<file path="config.mk">
export PLATFORM = sky130hd
export DESIGN_NAME = poly_synthesizer
export DESIGN_NICKNAME = d
export VERILOG_FILES = /design/src/rtl/poly_synthesizer.sv
export SDC_FILE = /design/constraint.sdc
export NUM_CORES = 1
export LEC_CHECK = 0
export BUFFER_PORTS_ARGS = -buffer_cell sky130_fd_sc_hd__buf_4
export CAP_MARGIN = 10
export CORE_MARGIN = 2
export CORE_UTILIZATION = 60
export DETAILED_ROUTE_END_ITERATION = 8
export GPL_ROUTABILITY_DRIVEN = 0
export GPL_TIMING_DRIVEN = 0
export PLACE_DENSITY = 0.86
export SLEW_MARGIN = 30
export SYNTH_ARGS = -nofsm -noshare
export SYNTH_HDL_FRONTEND = slang
export SYNTH_SLANG_ARGS = --single-unit
</file>
<file path="constraint.sdc">
create_clock -name clk -period 11.76 [get_ports clk]
set_clock_uncertainty 0.2 [all_clocks]
set_input_delay 0.588 -clock clk [delete_from_list [all_inputs] [get_ports clk]]
set_output_delay 0.588 -clock clk [all_outputs]
set_load 0.01 [all_outputs]
</file>
<file path="src/rtl/poly_synthesizer.sv">
// poly_synthesizer: key-to-voice allocator with stealing, phase-accumulator voices, waveform mixer and PWM output
module poly_synthesizer #(
    parameter int NUM_KEYS   = 17,
    parameter int NUM_VOICES = 4,
    parameter int ACC_WIDTH  = 16,
    parameter int OUT_WIDTH  = 8,
    parameter int BASE_STEP  = 256,
    parameter int STEP_INC   = 16,
    parameter int SAMPLE_DIV = 4
) (
    input  logic                  clk,
    input  logic                  n_rst,
    input  logic [NUM_KEYS-1:0]   keys,
    input  logic [1:0]            mode,
    output logic [OUT_WIDTH-1:0]  sample,
    output logic                  pwm_out,
    output logic [NUM_VOICES-1:0] voice_active
);
    localparam int VW = $clog2(NUM_VOICES);
    localparam int VI = (VW > 0) ? VW : 1;
    localparam int KW = (NUM_KEYS > 1) ? $clog2(NUM_KEYS) : 1;
    localparam int PW = $clog2(SAMPLE_DIV);
    localparam int SW = OUT_WIDTH + VW;

    logic [NUM_KEYS-1:0] s1_q, s2_q, s3_q, pon_q, pon_d, poff_q, poff_d;
    logic [NUM_VOICES-1:0] act_q, act_d;
    logic [NUM_VOICES-1:0][KW-1:0] own_q, own_d;
    logic [NUM_VOICES-1:0][ACC_WIDTH-1:0] acc_q, acc_d;
    logic [VI-1:0] steal_q, steal_d;
    logic [PW-1:0] pre_q, pre_d;
    logic [OUT_WIDTH-1:0] cnt_q, cnt_d, sample_q, sample_d;
    logic [1:0] warm_q, warm_d;
    logic pwm_q, pwm_d;

    logic [NUM_KEYS-1:0] rise, fall, on_elig;
    logic svc_off, svc_on, owned, any_free, tick;
    logic [KW-1:0] off_k, on_k;
    logic [VI-1:0] free_v;
    logic [OUT_WIDTH-1:0] vval;
    logic [SW-1:0] sum;

    always_comb begin
        // edges are ignored until s3 holds a sample taken after reset release
        warm_d = (&warm_q) ? warm_q : warm_q + 2'd1;
        rise = s2_q & ~s3_q & {NUM_KEYS{&warm_q}};
        fall = s3_q & ~s2_q & {NUM_KEYS{&warm_q}};
        on_elig = pon_q & ~fall;
        svc_off = |poff_q;
        svc_on = !svc_off && (|on_elig);
        off_k = '0;
        on_k = '0;
        for (int k = NUM_KEYS - 1; k >= 0; k--) begin
            if (poff_q[k]) off_k = KW'(k);
            if (on_elig[k]) on_k = KW'(k);
        end
        pon_d = pon_q;
        poff_d = poff_q;
        if (svc_off) poff_d[off_k] = 1'b0;
        if (svc_on) pon_d[on_k] = 1'b0;
        pon_d = (pon_d | rise) & ~fall;
        poff_d = poff_d | (fall & ~pon_q);
        tick = pre_q == PW'(SAMPLE_DIV - 1);
        pre_d = tick ? '0 : pre_q + 1'b1;
        owned = 1'b0;
        any_free = 1'b0;
        free_v = '0;
        vval = '0;
        sum = '0;
        act_d = act_q;
        own_d = own_q;
        steal_d = steal_q;
        for (int v = NUM_VOICES - 1; v >= 0; v--) begin
            vval = (mode == 2'b00) ? {OUT_WIDTH{acc_q[v][ACC_WIDTH-1]}}
                 : (mode == 2'b01) ? acc_q[v][ACC_WIDTH-1 -: OUT_WIDTH]
                 : (mode == 2'b10) ? acc_q[v][ACC_WIDTH-2 -: OUT_WIDTH] ^ {OUT_WIDTH{acc_q[v][ACC_WIDTH-1]}}
                 : '0;
            if (act_q[v]) sum = sum + SW'(vval);
            acc_d[v] = acc_q[v] + ((tick && act_q[v]) ? ACC_WIDTH'(BASE_STEP + int'(own_q[v]) * STEP_INC) : '0);
            if (act_q[v] && own_q[v] == on_k) owned = 1'b1;
            if (!act_q[v]) begin
                any_free = 1'b1;
                free_v = VI'(v);
            end
            if (svc_off && act_q[v] && own_q[v] == off_k) begin
                act_d[v] = 1'b0;
                acc_d[v] = '0;
            end
        end
        if (svc_on && !owned) begin
            if (any_free) begin
                act_d[free_v] = 1'b1;
                own_d[free_v] = on_k;
                acc_d[free_v] = '0;
            end else begin
                own_d[steal_q] = on_k;
                acc_d[steal_q] = '0;
                steal_d = (NUM_VOICES > 1) ? steal_q + 1'b1 : '0;
            end
        end
        sample_d = tick ? OUT_WIDTH'(sum >> VW) : sample_q;
        cnt_d = cnt_q + 1'b1;
        pwm_d = cnt_q < sample_q;
    end

    always_ff @(posedge clk or negedge n_rst) begin
        if (!n_rst) begin
            s1_q <= '0;
            s2_q <= '0;
            s3_q <= '0;
            pon_q <= '0;
            poff_q <= '0;
            act_q <= '0;
            own_q <= '0;
            acc_q <= '0;
            steal_q <= '0;
            pre_q <= '0;
            cnt_q <= '0;
            sample_q <= '0;
            warm_q <= '0;
            pwm_q <= 1'b0;
        end else begin
            s1_q <= keys;
            s2_q <= s1_q;
            s3_q <= s2_q;
            pon_q <= pon_d;
            poff_q <= poff_d;
            act_q <= act_d;
            own_q <= own_d;
            acc_q <= acc_d;
            steal_q <= steal_d;
            pre_q <= pre_d;
            cnt_q <= cnt_d;
            sample_q <= sample_d;
            warm_q <= warm_d;
            pwm_q <= pwm_d;
        end
    end

    assign sample = sample_q;
    assign pwm_out = pwm_q;
    assign voice_active = act_q;
endmodule

</file>
======== Word-level counts from Yosys, hierarchy flattened ========
Cells that the tools add are included.
storage, ports and cells
  bits in registers ....................... 196
  output and inout port bits .............. 13
  logic and storage cells ................. 209
operators by class
  equality and inequality tests ........... 11
  muxes and demuxes ....................... 98
  $add $sub $neg .......................... 15
  magnitude comparators ................... 9
  bitwise logic cells ..................... 27
  reductions and logical operators ........ 29
operators by type and width
  kind                    count
  $mux W5                 36
  $and A17 B17 Y17        9
  $and A64 B64 Y64        2
  $mux W64                2
  $not A64 Y64            2
  $mux W8                 13
  $not A17 Y17            6
  $mux W16                6
  $mux W10                7
  $add A16 B10 Y16        4
  $demux W16 S2           2
  $add A9 B9 Y10 const A  4
  $bwmux W20              2
  $eq A5 B5 Y1            8
  $mux W17                2
  $or A17 B17 Y17         2
  $reduce_or A17 Y1       2
  $xor A8 B8 Y8           4
  $add A10 B8 Y10         3
  $logic_and A1 B1 Y1     22
  $demux W5 S2            2
  $mux W20                1
  $mux W1                 15
  $lt A5 B6 Y1 const B    2
  other kinds (17)        31

======== Depth between registers and ports, before layout ========
Gate-level depths: netlist (run 1).
  word-level depth ........................ 31
  gate-level depth with buffers ........... 27
  gate-level depth less buffers ........... 26

======== Worst setup path before layout (run 1) ========
No wires, ideal clock.
  path type ............................... input port to flip-flop
  start ................................... input mode[0]
  end ..................................... register sample_q[6], in the netlist sample[6]
  path slack .............................. 6161 ps
  stages .................................. 24
  arrival time ............................ 5304 ps
  cell sequence ........................... clkbuf_1 > buf_1 > clkbuf_1 > nor2b_1 > nand2_1 > o21ai_0 > ha_1 > fa_1 > a21oi_1 > inv_1 > ha_1 > a21o_1 > a21oi_1 > xnor2_1 > a21oi_1 > ha_1 > and2_1 > a22oi_1 > o211ai_1 > a31oi_1 > nor2b_1 > o21a_1 > and2_1 > o31ai_1
on the way
  longest elaborated chain between the ends .. 11
  elaborated cells between the ends (all ways) .. 22
  classes of those cells .................. 3 x add/sub; 2 x eq/ne; 16 x mux; 1 x reduce/logical
RTL lines
  element                 RTL line  source
  start: declaration      14        input logic [1:0] mode,
  $eq A2 B2 Y1            75        : (mode == 2'b10) ? acc_q[v][ACC_WIDTH-2 -: OUT_WIDTH] ^ {OUT_WIDTH{acc_q[v][ACC_WIDTH-1]}}
  $mux W8                 75
  $mux W8                 74        : (mode == 2'b01) ? acc_q[v][ACC_WIDTH-1 -: OUT_WIDTH]
  $mux W8                 73        vval = (mode == 2'b00) ? {OUT_WIDTH{acc_q[v][ACC_WIDTH-1]}}
  $mux W8                 77        if (act_q[v]) sum = sum + SW'(vval);
  $add A10 B8 Y10         77
  $mux W10                77
  $add A10 B8 Y10         77
  $mux W10                77
  $add A10 B8 Y10         77
  $mux W10 *              77
  end signal: assignment  133       sample_q <= sample_d;
  end: declaration        31        logic [OUT_WIDTH-1:0] cnt_q, cnt_d, sample_q, sample_d;
Every way passes the cells marked *; elsewhere a longest branch is shown, timed or not.
A chain may end at the register's enable or synchronous reset.

======== Worst setup path after layout (run 1) ========
Same ends and word-level chain as after synthesis.

==> results of run 1 <==
flip-flops by register name, summed over array words and instances, names as in the netlist:
name / flops
voice_active: 4
s1_q: 17
pre_q: 2
sample: 8
pwm_out: 1
warm_q: 2
cnt_q: 8
acc_q: 48
poff_q: 17
steal_q: 2
pon_q: 17
s2_q: 17
s3_q: 17
own_q: 20
synthesized netlist by cell type, drive strengths merged (28+ instances only):
cell type	instances
a21oi	69
nor3	50
mux2i	28
dfrtp	180
xor2	30
ha	61
xnor2	66
inv	49
clkbuf	31
nand2	87
o21ai	72
nor2	75
power by group through the flow:
stage               clock, W  combinational (W)  sequential [W]
floorplan                  0           0.000116        0.000677
global placement           0           0.000166        0.000681
detailed placement         0           0.000175        0.000684
CTS                 0.000606           0.000177        0.000672
global route        0.000629           0.000196        0.000677
finish              0.000603           0.000179        0.000673
layer usage:
layer,global-route usage (%),vias up,share of wire (%),wire length [µm]
met2,49.4,340,50,12800
li1,-,4063,-,-
met5,0,-,0,0
met1,33.8,4250,40,10200
met4,15.6,0,4.3,1120
met3,6.07,101,6.2,1580
repair_timing:
action / CTS / global route
setup endpoints to repair: 0 / 0
hold endpoints to repair: 42 / 0
resized for setup: 0 / 0
hold buffers: 1 / 0
metrics by stage:
stage | worst slack [ns] | utilization (%)
final | 5.35 | 68.8
after floorplan | 6.16 | -
after CTS | 5.48 | 68.8
after global placement | 5.20 | 64.7
after detailed placement | 5.05 | 65.1
after global routing | 4.94 | 68.8
how the worst max path moves through the flow:
stage	to	slack, ns
global placement	sample[6]	5.20
floorplan	sample[6]	6.16
detailed placement	sample[6]	5.05
finish	sample[6]	5.35
CTS	sample[6]	5.48
global route	sample[6]	4.94
kinds of logic after synthesis:
group | count (synthesis) | synth area share (%)
adder cells (fa/ha/maj) | 67 | 8.23
flip-flops | 180 | 42.0
buffers and inverters | 94 | 3.50
AO/OA/AOI/OAI | 260 | 15.3
AND/OR/NAND/NOR | 360 | 17.7
XOR/XNOR | 96 | 7.83
multiplexers | 53 | 5.41
critical path: cells and delay by family:
kind                       cells  cell delay [ns]
and+or+nand+nor                3             0.31
adders and majority gates      3             1.16
xor gates and xnor gates       1             0.15
buffers and inverters          5             1.84
AOI/OAI and AO/OA             11             2.51
layout make-up:
type	instances	area share (%)
Clock inverter	15	1.82
Sequential cell	180	37.6
Buffer	44	1.57
Clock buffer	17	3.55
Tap cell	225	2.35
Inverter	50	1.57
Timing Repair Buffer	36	2.67
Multi-Input combinational cell	836	48.9
==> impl_results.md, run 1 <==
* Status: completed
* Post-CTS setup buffer count at 0
* Worst EP arrival at 6.56 ns
* Via count at between 8k and 9k
* Total of max-cap violations at 0
* Worst reg2reg setup slack at 6.22 ns
* Die span in y at about 140 µm
* I/O Pins at 34
* Ant diodes at 0
* Initial Util at roughly three fifths
* Hpwl dp at around 18 mm
* Vias in the first global route at ~8.8k
* FFs w/ async S/R, synth at 100%
* Sw Ratio at slightly above 30%
* CP Launch Point: mode[0]
* Final Cycle Share at ~54%
* Port Buf Inserts at 33
* Fill count at between 1k and 1.5k
* Tmin final at approximately 6.4 ns
* Crit path kind: input pin to flip-flop
* Largest net degree at the start of global routing at 75
* Largest cells by area after synthesis: dfrtp_1, ha_1, xnor2_1
* Reg power frac at 46.3%
* Final WL at around 26 mm
* Tot Pwr at roughly 0.0015 W
* Area delta synth->final at 11.7%
* TritonCTS clock tree: built
* Drt wl/cell at 18.3 µm
* First DRT Iteration DRCs at roughly 780
* Reg-to-Reg End: sample[6]
* Die area at 19000 µm²
* Critical Path Source Type: input pin
* Longest Clk Path Bufs at 2
* Clk Latency, worst-skew pair at between 0.4 and 0.5 ns
* Sequential cell area at 4500 µm²
* CTS root buf: clkbuf_16
* Worst-Margin Slew at about 1.0 ns
* CP required at 11.91 ns
* Cell area after synthesis at between 10000 and 15000 µm²
* Sink Count at 180
* Nets at between 1k and 1.5k
* Synth area leader: dfrtp_1
* TNS Setup at 0 ns
* Commonest non-fill, non-tap cells in the layout: dfrtp_1, nand2_1, nor2_1
* Min-Delay Path Depth at 1
* Leak pwr at 5.34 nW
* Placed Cells at 1370
* Synth Instances at 1110
* R2R cell count at 22
* Logic pwr share at about an eighth
* Placed Area at ~11000 µm²
* Final Hold Viols at 0
* First-pass GRT wire length at 42.4 mm
* Slew HR at a little under a third
* FP Rows at 48
* Antenna Nets Post-Route at 0
* Synth top area share at 42.0%
* Pint at approximately 0.001 W
* Residual DRC count at 0
* Core area at 17400 µm²
* Yosys cell types at 74
* Register area share after synthesis at approximately two fifths
* Syn_area_per_cell at between 9 and 10 µm²
* P_sw at between 0.0004 and 0.0005 W
* Pwr dens at 121 nW/µm²
* WHS Endpoint: s1_q[7]
* CP Max Fanout at 10
* Initial antenna violation count at 0
* Multi-input logic area at slightly below 6000 µm²
* Main flop type after synthesis: dfrtp_1
* Max H-tree Level at 4
* Maximum VDD drop at ~120 µV
* Worst r2r src: acc_q[63]
* Number of synthesized flops with an enable pin at 0
* Clk pwr share at around two fifths
* Commonest non-fill, non-tap cell in the layout: dfrtp_1
* Synthesized Nets at around 1.2k
* Post-Layout Cell Count at around 1.4k
* Clock transition at path regs at ~0.08 ns
* Final instance area at roughly 12000 µm²
* DIE WIDTH at about 140 µm
* Biggest cell delay along the critical path at 0.51 ns
* RSZ-0062 raised after global routing: no
* Yosys warnings at 0
* Final setup violation count at 0
* Fmax at approximately 160 MHz
* Flops & latches, synth at between 150 and 200
* Critical Path, Cell by Cell: buf_4 -> clkbuf_1 -> buf_1 -> clkbuf_1 -> clkbuf_1 -> o21ai_0 -> fa_1 -> a21o_1 -> a21oi_1 -> xnor2_1 -> nand2_1 -> o21ai_0 -> ha_1 -> a21boi_0 -> o21ai_0 -> a21boi_0 -> o31ai_1 -> ha_1 -> a31oi_1 -> nor2b_1 -> o21a_1 -> and2_1 -> o31ai_1
* Layout cells sized above 1 at between 10% and 20%
* Total grt overflow at 0
* Max-slew violations at 0
* Crit. End Element: flip-flop
* Hold Slack at approximately 0.03 ns
* First-pass DRT Iterations at 6
* Crit path max-delay cell type: fa_1
* Via density at 6.24
* Tot GR Track Use at approximately 29%
* CTS buffer count at 17
* Hold Path Origin: keys[7]
* Worst min path class: input pin to flip-flop
Note: power is estimated with default switching activity, not from simulation.
==> run 2: changes to the inputs <==
- CORE_UTILIZATION: 60 -> 57
- clock period: 11.76 -> 5.4 ns (I/O delays scaled with it)
==> impl_results.md, run 2 (same netlist as run 1, synthesis figures left out) <==
* Status: completed (unchanged)
* I/O Pins at 34 (unchanged)
* Crit path kind: flip-flop to flip-flop (was input pin to flip-flop)
* R2R cell count at 23 (was 22)
* Commonest non-fill, non-tap cells in the layout: dfrtp_1, nand2_1, nor2_1 (unchanged)
* Setup Slack @ Placement at -0.933 ns (was 5.05 ns)
* CTS buffer count at 17 (unchanged)
* Min-Delay Path Depth at 0 (was 1)
* Total of max-cap violations at 0 (unchanged)
* Biggest cell delay along the critical path at 0.49 ns (was 0.51 ns)
* CP bufs+invs at 1 (was 5)
* Final Cycle Share at between 90% and 100%
* Critical Path, Cell by Cell: or4bb_1 -> o221ai_1 -> and2_1 -> ha_1 -> fa_1 -> a21oi_4 -> inv_1 -> ha_1 -> a21o_1 -> a21oi_2 -> o21ai_0 -> a21oi_2 -> xnor2_1 -> nor2_1 -> a21oi_2 -> ha_1 -> nor3_1 -> o211ai_1 -> a31oi_2 -> nor2b_1 -> o21a_1 -> and2_1 -> o31ai_2 (was buf_4 -> clkbuf_1 -> buf_1 -> clkbuf_1 -> clkbuf_1 -> o21ai_0 -> fa_1 -> a21o_1 -> a21oi_1 -> xnor2_1 -> nand2_1 -> o21ai_0 -> ha_1 -> a21boi_0 -> o21ai_0 -> a21boi_0 -> o31ai_1 -> ha_1 -> a31oi_1 -> nor2b_1 -> o21a_1 -> and2_1 -> o31ai_1)
* First-pass GRT wire length at 43.1 mm (was 42.4 mm)
* Hpwl dp at 18.6 mm (was 18.5 mm)
* Tmin final at roughly 5.2 ns
* Clock transition at path regs at 0.08 ns (about the same)
* Antenna Nets Post-Route at 0 (unchanged)
* Final core utilization at 66.1% (was 68.8%)
* Via count at 8794 (was 8754)
* Slew HR at 35.8% (was 31.1%)
* Final WL at 26.3 mm (was 25.7 mm)
* DIE WIDTH at 141 µm (was 138 µm)
* Layout cells sized above 1 at 12.6% (was 10.4%)
* Registers with the most flip-flops: acc_q (48), own_q (20) (unchanged)
* Pwr dens at 259 nW/µm² (was 121 nW/µm²)
* TNS Setup at 0 ns (unchanged)
* Leak pwr at 5.47 nW (was 5.34 nW)
* Worst-Margin Slew at 0.957 ns (was 1.03 ns)
* Residual DRC count at 0 (unchanged)
* Cell family with most CP delay: compound AO/OA/AOI/OAI gates (unchanged)
* Commonest non-fill, non-tap cell in the layout: dfrtp_1 (unchanged)
* Via density at 6.15 (was 6.24)
* Vias in the first global route at 8884 (was 8846)
* Worst min path class: flip-flop to flip-flop (was input pin to flip-flop)
* Die span in y at 141 µm (was 138 µm)
* Ant diodes at 0 (unchanged)
* Critical Path Source Type: flip-flop (was input pin)
* CP Max Fanout at 5 (was 10)
* Crit. End Element: flip-flop (unchanged)
* Placed Cells at 1379 (was 1370)
* Longest Clk Path Bufs at 2 (unchanged)
* Worst EP arrival at 5.32 ns (was 6.56 ns)
* Sequential cell area at 4500 µm² (unchanged)
* Die area at 19900 µm² (was 19000 µm²)
* Largest net degree at the start of global routing at 76 (was 75)
* Hold Path Origin: s1_q[10] (was keys[7])
* Tot GR Track Use at 27.1% (was 28.8%)
* Maximum VDD drop at 236 µV (was 123 µV)
* Final Worst Setup Slack at 0.235 ns (was 5.35 ns)
* Final Hold Viols at 0 (unchanged)
* Fill count at 1360 (was 1266)
* Largest Register: acc_q (unchanged)
* Total grt overflow at 0 (unchanged)
* Initial antenna violation count at 0 (unchanged)
* FP Rows at 50 (was 48)
* Core area at 18600 µm² (was 17400 µm²)
* Clk Latency, worst-skew pair at 0.45 ns (was 0.46 ns)
* WHS Endpoint: s2_q[10] (was s1_q[7])
* First-pass DRT Iterations at 6 (unchanged)
* Crit path max-delay cell type: or4bb_1 (was fa_1)
* Worst reg2reg setup slack at 0.24 ns (was 6.22 ns)
* Nets at 1270 (was 1253)
* Fmax at 194 MHz
* Max H-tree Level at 4 (unchanged)
* Reg-to-Reg End: sample[6] (unchanged)
* Initial Util at 57.8% (was 61.6%)
* CTS root buf: clkbuf_16 (unchanged)
* TritonCTS clock tree: built (unchanged)
* CP required at 5.55 ns (was 11.91 ns)
* Port Buf Inserts at 33 (unchanged)
* Post-Layout Cell Count at 1429 (was 1403)
* Multi-input logic area at 5950 µm² (was 5870 µm²)
* Area delta synth->final at 14.3% (was 11.7%)
* Drt wl/cell at 18.4 µm (was 18.3 µm)
* Final setup violation count at 0 (unchanged)
* Worst r2r src: acc_q[63] (unchanged)
* Max-slew violations at 0 (unchanged)
* First DRT Iteration DRCs at 634 (was 775)
* Largest register FFs at 48 (unchanged)
* Sink Count at 180 (unchanged)
* Tot Pwr at 0.00318 W (was 0.00145 W)
[run 2: routing by layer]
metal  up-vias  share of wire (%)  track usage (%)
met5         -                  0                0
met4         0                3.8             12.2
met1      4296                 39             32.2
met3        87                5.2             3.67
met2       331                 52             49.0
li1       4080                  -                -
[run 2: worst max path at each step]
stage	cells after the start	slack, ns	endpoint	start
finish	23	0.24	sample[6]	acc_q[63]
global route	26	-0.03	sample[6]	mode[1]
CTS	23	0.009	sample[6]	acc_q[63]
floorplan	24	0.12	sample[6]	mode[0]
global placement	25	-0.80	sample[6]	mode[0]
detailed placement	27	-0.93	sample[6]	mode[0]
[run 2: layout make-up]
| type | instances | share of cell area, % |
|---|---|---|
| plain buffers | 43 | 1.62 |
| clock buffers | 17 | 3.47 |
| clock inverters | 15 | 1.80 |
| inverters | 50 | 1.53 |
| multi-input cells | 836 | 48.4 |
| flip-flops and latches | 180 | 36.7 |
| well taps | 234 | 2.39 |
| repair buffers | 54 | 4.06 |
[run 2: worst register-to-register path, delay by kind of cell, from the launching register on]
family / cells / cell delay [ns]
fa+ha+maj: 4 / 1.17
buf+inv: 1 / 0.06
flops: 1 / 0.42
compound gates: 11 / 1.84
simple gates: 6 / 1.29
xor+xnor: 1 / 0.09
[run 2: where the power goes]
group / switching, W / internal [W]
Sequential: 0.0000567 / 0.00141
Clock: 0.000665 / 0.000647
Combinational: 0.000246 / 0.000154
Total: 0.000968 / 0.00221
[run 2: stage by stage]
| step | hold slack [ns] | instance area, µm² |
|---|---|---|
| global route | 0.152 | 12300 |
| floorplan | -0.226 | 10700 |
| CTS | 0.150 | 12200 |
| detailed placement | 0.0819 | 11300 |
| global placement | 0.133 | 11300 |
| finish | 0.149 | 12300 |
[run 2: timing repair]
item / in CTS / in global routing
resized for setup: 9 / 27
pin swaps: 0 / 4
hold buffers: 18 / 0
setup buffers: 0 / 1
hold endpoints to repair: 91 / 0
endpoints found under the setup margin: 6 / 5
==> run 3: changes to the inputs <==
- SETUP_SLACK_MARGIN: unset -> 0.3
- SLEW_MARGIN: 30 -> unset
==> impl_results.md, run 3 (same netlist as run 1, synthesis figures left out) <==
* CTS buffer count at 17 (unchanged)
* Registers with the most flip-flops: acc_q (48), own_q (20) (unchanged)
* Commonest non-fill, non-tap cells in the layout: dfrtp_1, nand2_1, nor2_1 (unchanged)
* CP Max Fanout at 5 (unchanged)
* First-pass GRT wire length at 43.2 mm (was 43.1 mm)
* First DRT Iteration DRCs at 619 (was 634)
* DIE WIDTH at 141 µm (unchanged)
* Leak pwr at 5.51 nW (was 5.47 nW)
* Worst EP arrival at 5.23 ns (was 5.32 ns)
* Die span in y at 141 µm (unchanged)
* First-pass DRT Iterations at 5 (was 6)
* Largest net degree at the start of global routing at 98 (was 76)
* Initial antenna violation count at 0 (unchanged)
* Sw Ratio at 30.5% (about the same)
* Commonest non-fill, non-tap cell in the layout: dfrtp_1 (unchanged)
* Crit path kind: flip-flop to flip-flop (unchanged)
* Final WL at 26.3 mm (about the same)
* Clock transition at path regs at 0.08 ns (about the same)
* Critical Path Source Type: flip-flop (unchanged)
* FP Rows at 50 (unchanged)
* Port Buf Inserts at 33 (unchanged)
* Slew HR at 46.3% (was 35.8%)
* Max-slew violations at 0 (unchanged)
* Tot Pwr at 0.00318 W (about the same)
* Maximum VDD drop at 258 µV (was 236 µV)
* I/O Pins at 34 (unchanged)
* Drt wl/cell at 18.3 µm (was 18.4 µm)
* Max H-tree Level at 4 (unchanged)
* Logic pwr share at 12.7% (was 12.6%)
* Final Cycle Share at 93.9% (was 95.6%)
* Longest Clk Path Bufs at 2 (unchanged)
* Worst min path class: flip-flop to flip-flop (unchanged)
* CTS root buf: clkbuf_16 (unchanged)
* Pwr dens at 257 nW/µm² (was 259 nW/µm²)
* Final setup violation count at 0 (unchanged)
* TNS Setup at 0 ns (unchanged)
* Largest register FFs at 48 (unchanged)
* TritonCTS clock tree: built (unchanged)
* Tmin final at 5.07 ns (was 5.16 ns)
* Worst-Margin Slew at 0.804 ns (was 0.957 ns)
* Antenna Nets Post-Route at 0 (unchanged)
* Sink Count at 180 (unchanged)
* RSZ-0062 raised after global routing: yes
* CP required at 5.56 ns (was 5.55 ns)
* Die area at 19900 µm² (unchanged)
* Hpwl dp at 18.2 mm (was 18.6 mm)
* Core area at 18600 µm² (unchanged)
* Vias in the first global route at 8988 (was 8884)
* Pint at 0.00221 W (about the same)
* Fmax at 197 MHz (was 194 MHz)
* Crit. End Element: flip-flop (unchanged)
* Final Hold Viols at 0 (unchanged)
* Initial Util at 57.8% (unchanged)
* P_sw at 0.000970 W (was 0.000968 W)
* Tot GR Track Use at 27.2% (was 27.1%)
* Via count at 8923 (was 8794)
* Layout cells sized above 1 at 14.2% (was 12.6%)
* Clk pwr share at 41.3% (about the same)
* Nets at 1279 (was 1270)
* Ant diodes at 0 (unchanged)
* Status: completed (unchanged)
* Largest Register: acc_q (unchanged)
* Via density at 6.21 (was 6.15)
* Total grt overflow at 0 (unchanged)
* Clk Latency, worst-skew pair at 0.45 ns (about the same)
* Residual DRC count at 0 (unchanged)
* Total of max-cap violations at 0 (unchanged)
* Reg power frac at 46.0% (was 46.1%)
* Area delta synth->final at 15.4% (was 14.3%)
run 3: power groups by stage:
stage	clock (W)	combinational, W	sequential [W]
floorplan	0	0.000254	0.00147
global placement	0	0.000361	0.00148
detailed placement	0	0.000377	0.00149
CTS	0.00133	0.000393	0.00146
global route	0.00138	0.000446	0.00147
finish	0.00132	0.000404	0.00147
run 3: area by class of cell:
| cell class | count | area, µm² |
|---|---|---|
| plain buffers | 44 | 218 |
| clock buffers | 17 | 425 |
| clock inverters | 15 | 211 |
| fillers | 1370 | 6200 |
| inverters | 50 | 188 |
| multi-input cells | 836 | 6010 |
| flip-flops and latches | 180 | 4500 |
| well taps | 234 | 293 |
| repair buffers | 62 | 533 |
run 3: metrics by stage:
stage	util (%)	area (µm²)	hold slack, ns	cells	setup slack, ns
4_1_cts	65.8	12200	0.153	1432	0.316
3_5_place_dp	61.0	11300	0.0929	1379	-0.676
3_3_place_gp	60.7	11300	0.133	1377	-0.485
6_report	66.7	12400	0.152	1438	0.328
2_1_floorplan	-	10700	-0.226	1110	0.327
5_1_grt	66.7	12400	0.157	1438	0.0343
run 3: critical path: stages (launching register included):
cell and delay [ns]:
dfrtp_1 0.42, or4bb_1 0.52, o221ai_2 0.09, and2_1 0.16, ha_2 0.20, fa_1 0.44, a21oi_2 0.19, inv_2 0.07
ha_4 0.21, a21o_1 0.19, a21oi_4 0.18, o21ai_2 0.08, a21oi_2 0.19, xnor2_1 0.09, nor2_1 0.14, a21oi_2 0.08
ha_4 0.21, nor3_1 0.25, nor2_1 0.14, a31oi_2 0.25, nor2b_1 0.08, o21a_1 0.21, and2_4 0.18, o31ai_4 0.21
run 3: routing by layer:
| layer | GRT usage, % | up-vias | wire length (µm) |
|---|---|---|---|
| met3 | 4.52 | 113 | 1370 |
| li1 | - | 4103 | - |
| met2 | 47.9 | 353 | 13200 |
| met4 | 13.8 | 0 | 1230 |
| met1 | 32.2 | 4354 | 10600 |
| met5 | 0 | - | 0 |
run 3: repair_timing:
action	CTS	global route
hold buffers	18	0
pin swaps	5	17
endpoints found under the hold margin	100	0
resized for setup	22	34
endpoints found under the setup margin	6	15
buffers inserted	3	5
run 3: final timing paths:
path / start / endpoint / slack, ns / cells after the start
hold reg to reg: s1_q[14] / s2_q[14] / 0.15 / 0
setup / recovery: acc_q[63] / sample[6] / 0.33 / 23
setup reg to reg: acc_q[63] / sample[6] / 0.33 / 23
hold / removal: s1_q[14] / s2_q[14] / 0.15 / 0
max in group asynchronous: n_rst / sample[7] / 3.94 / 3
min in group asynchronous: n_rst / acc_q[45] / 0.16 / 2
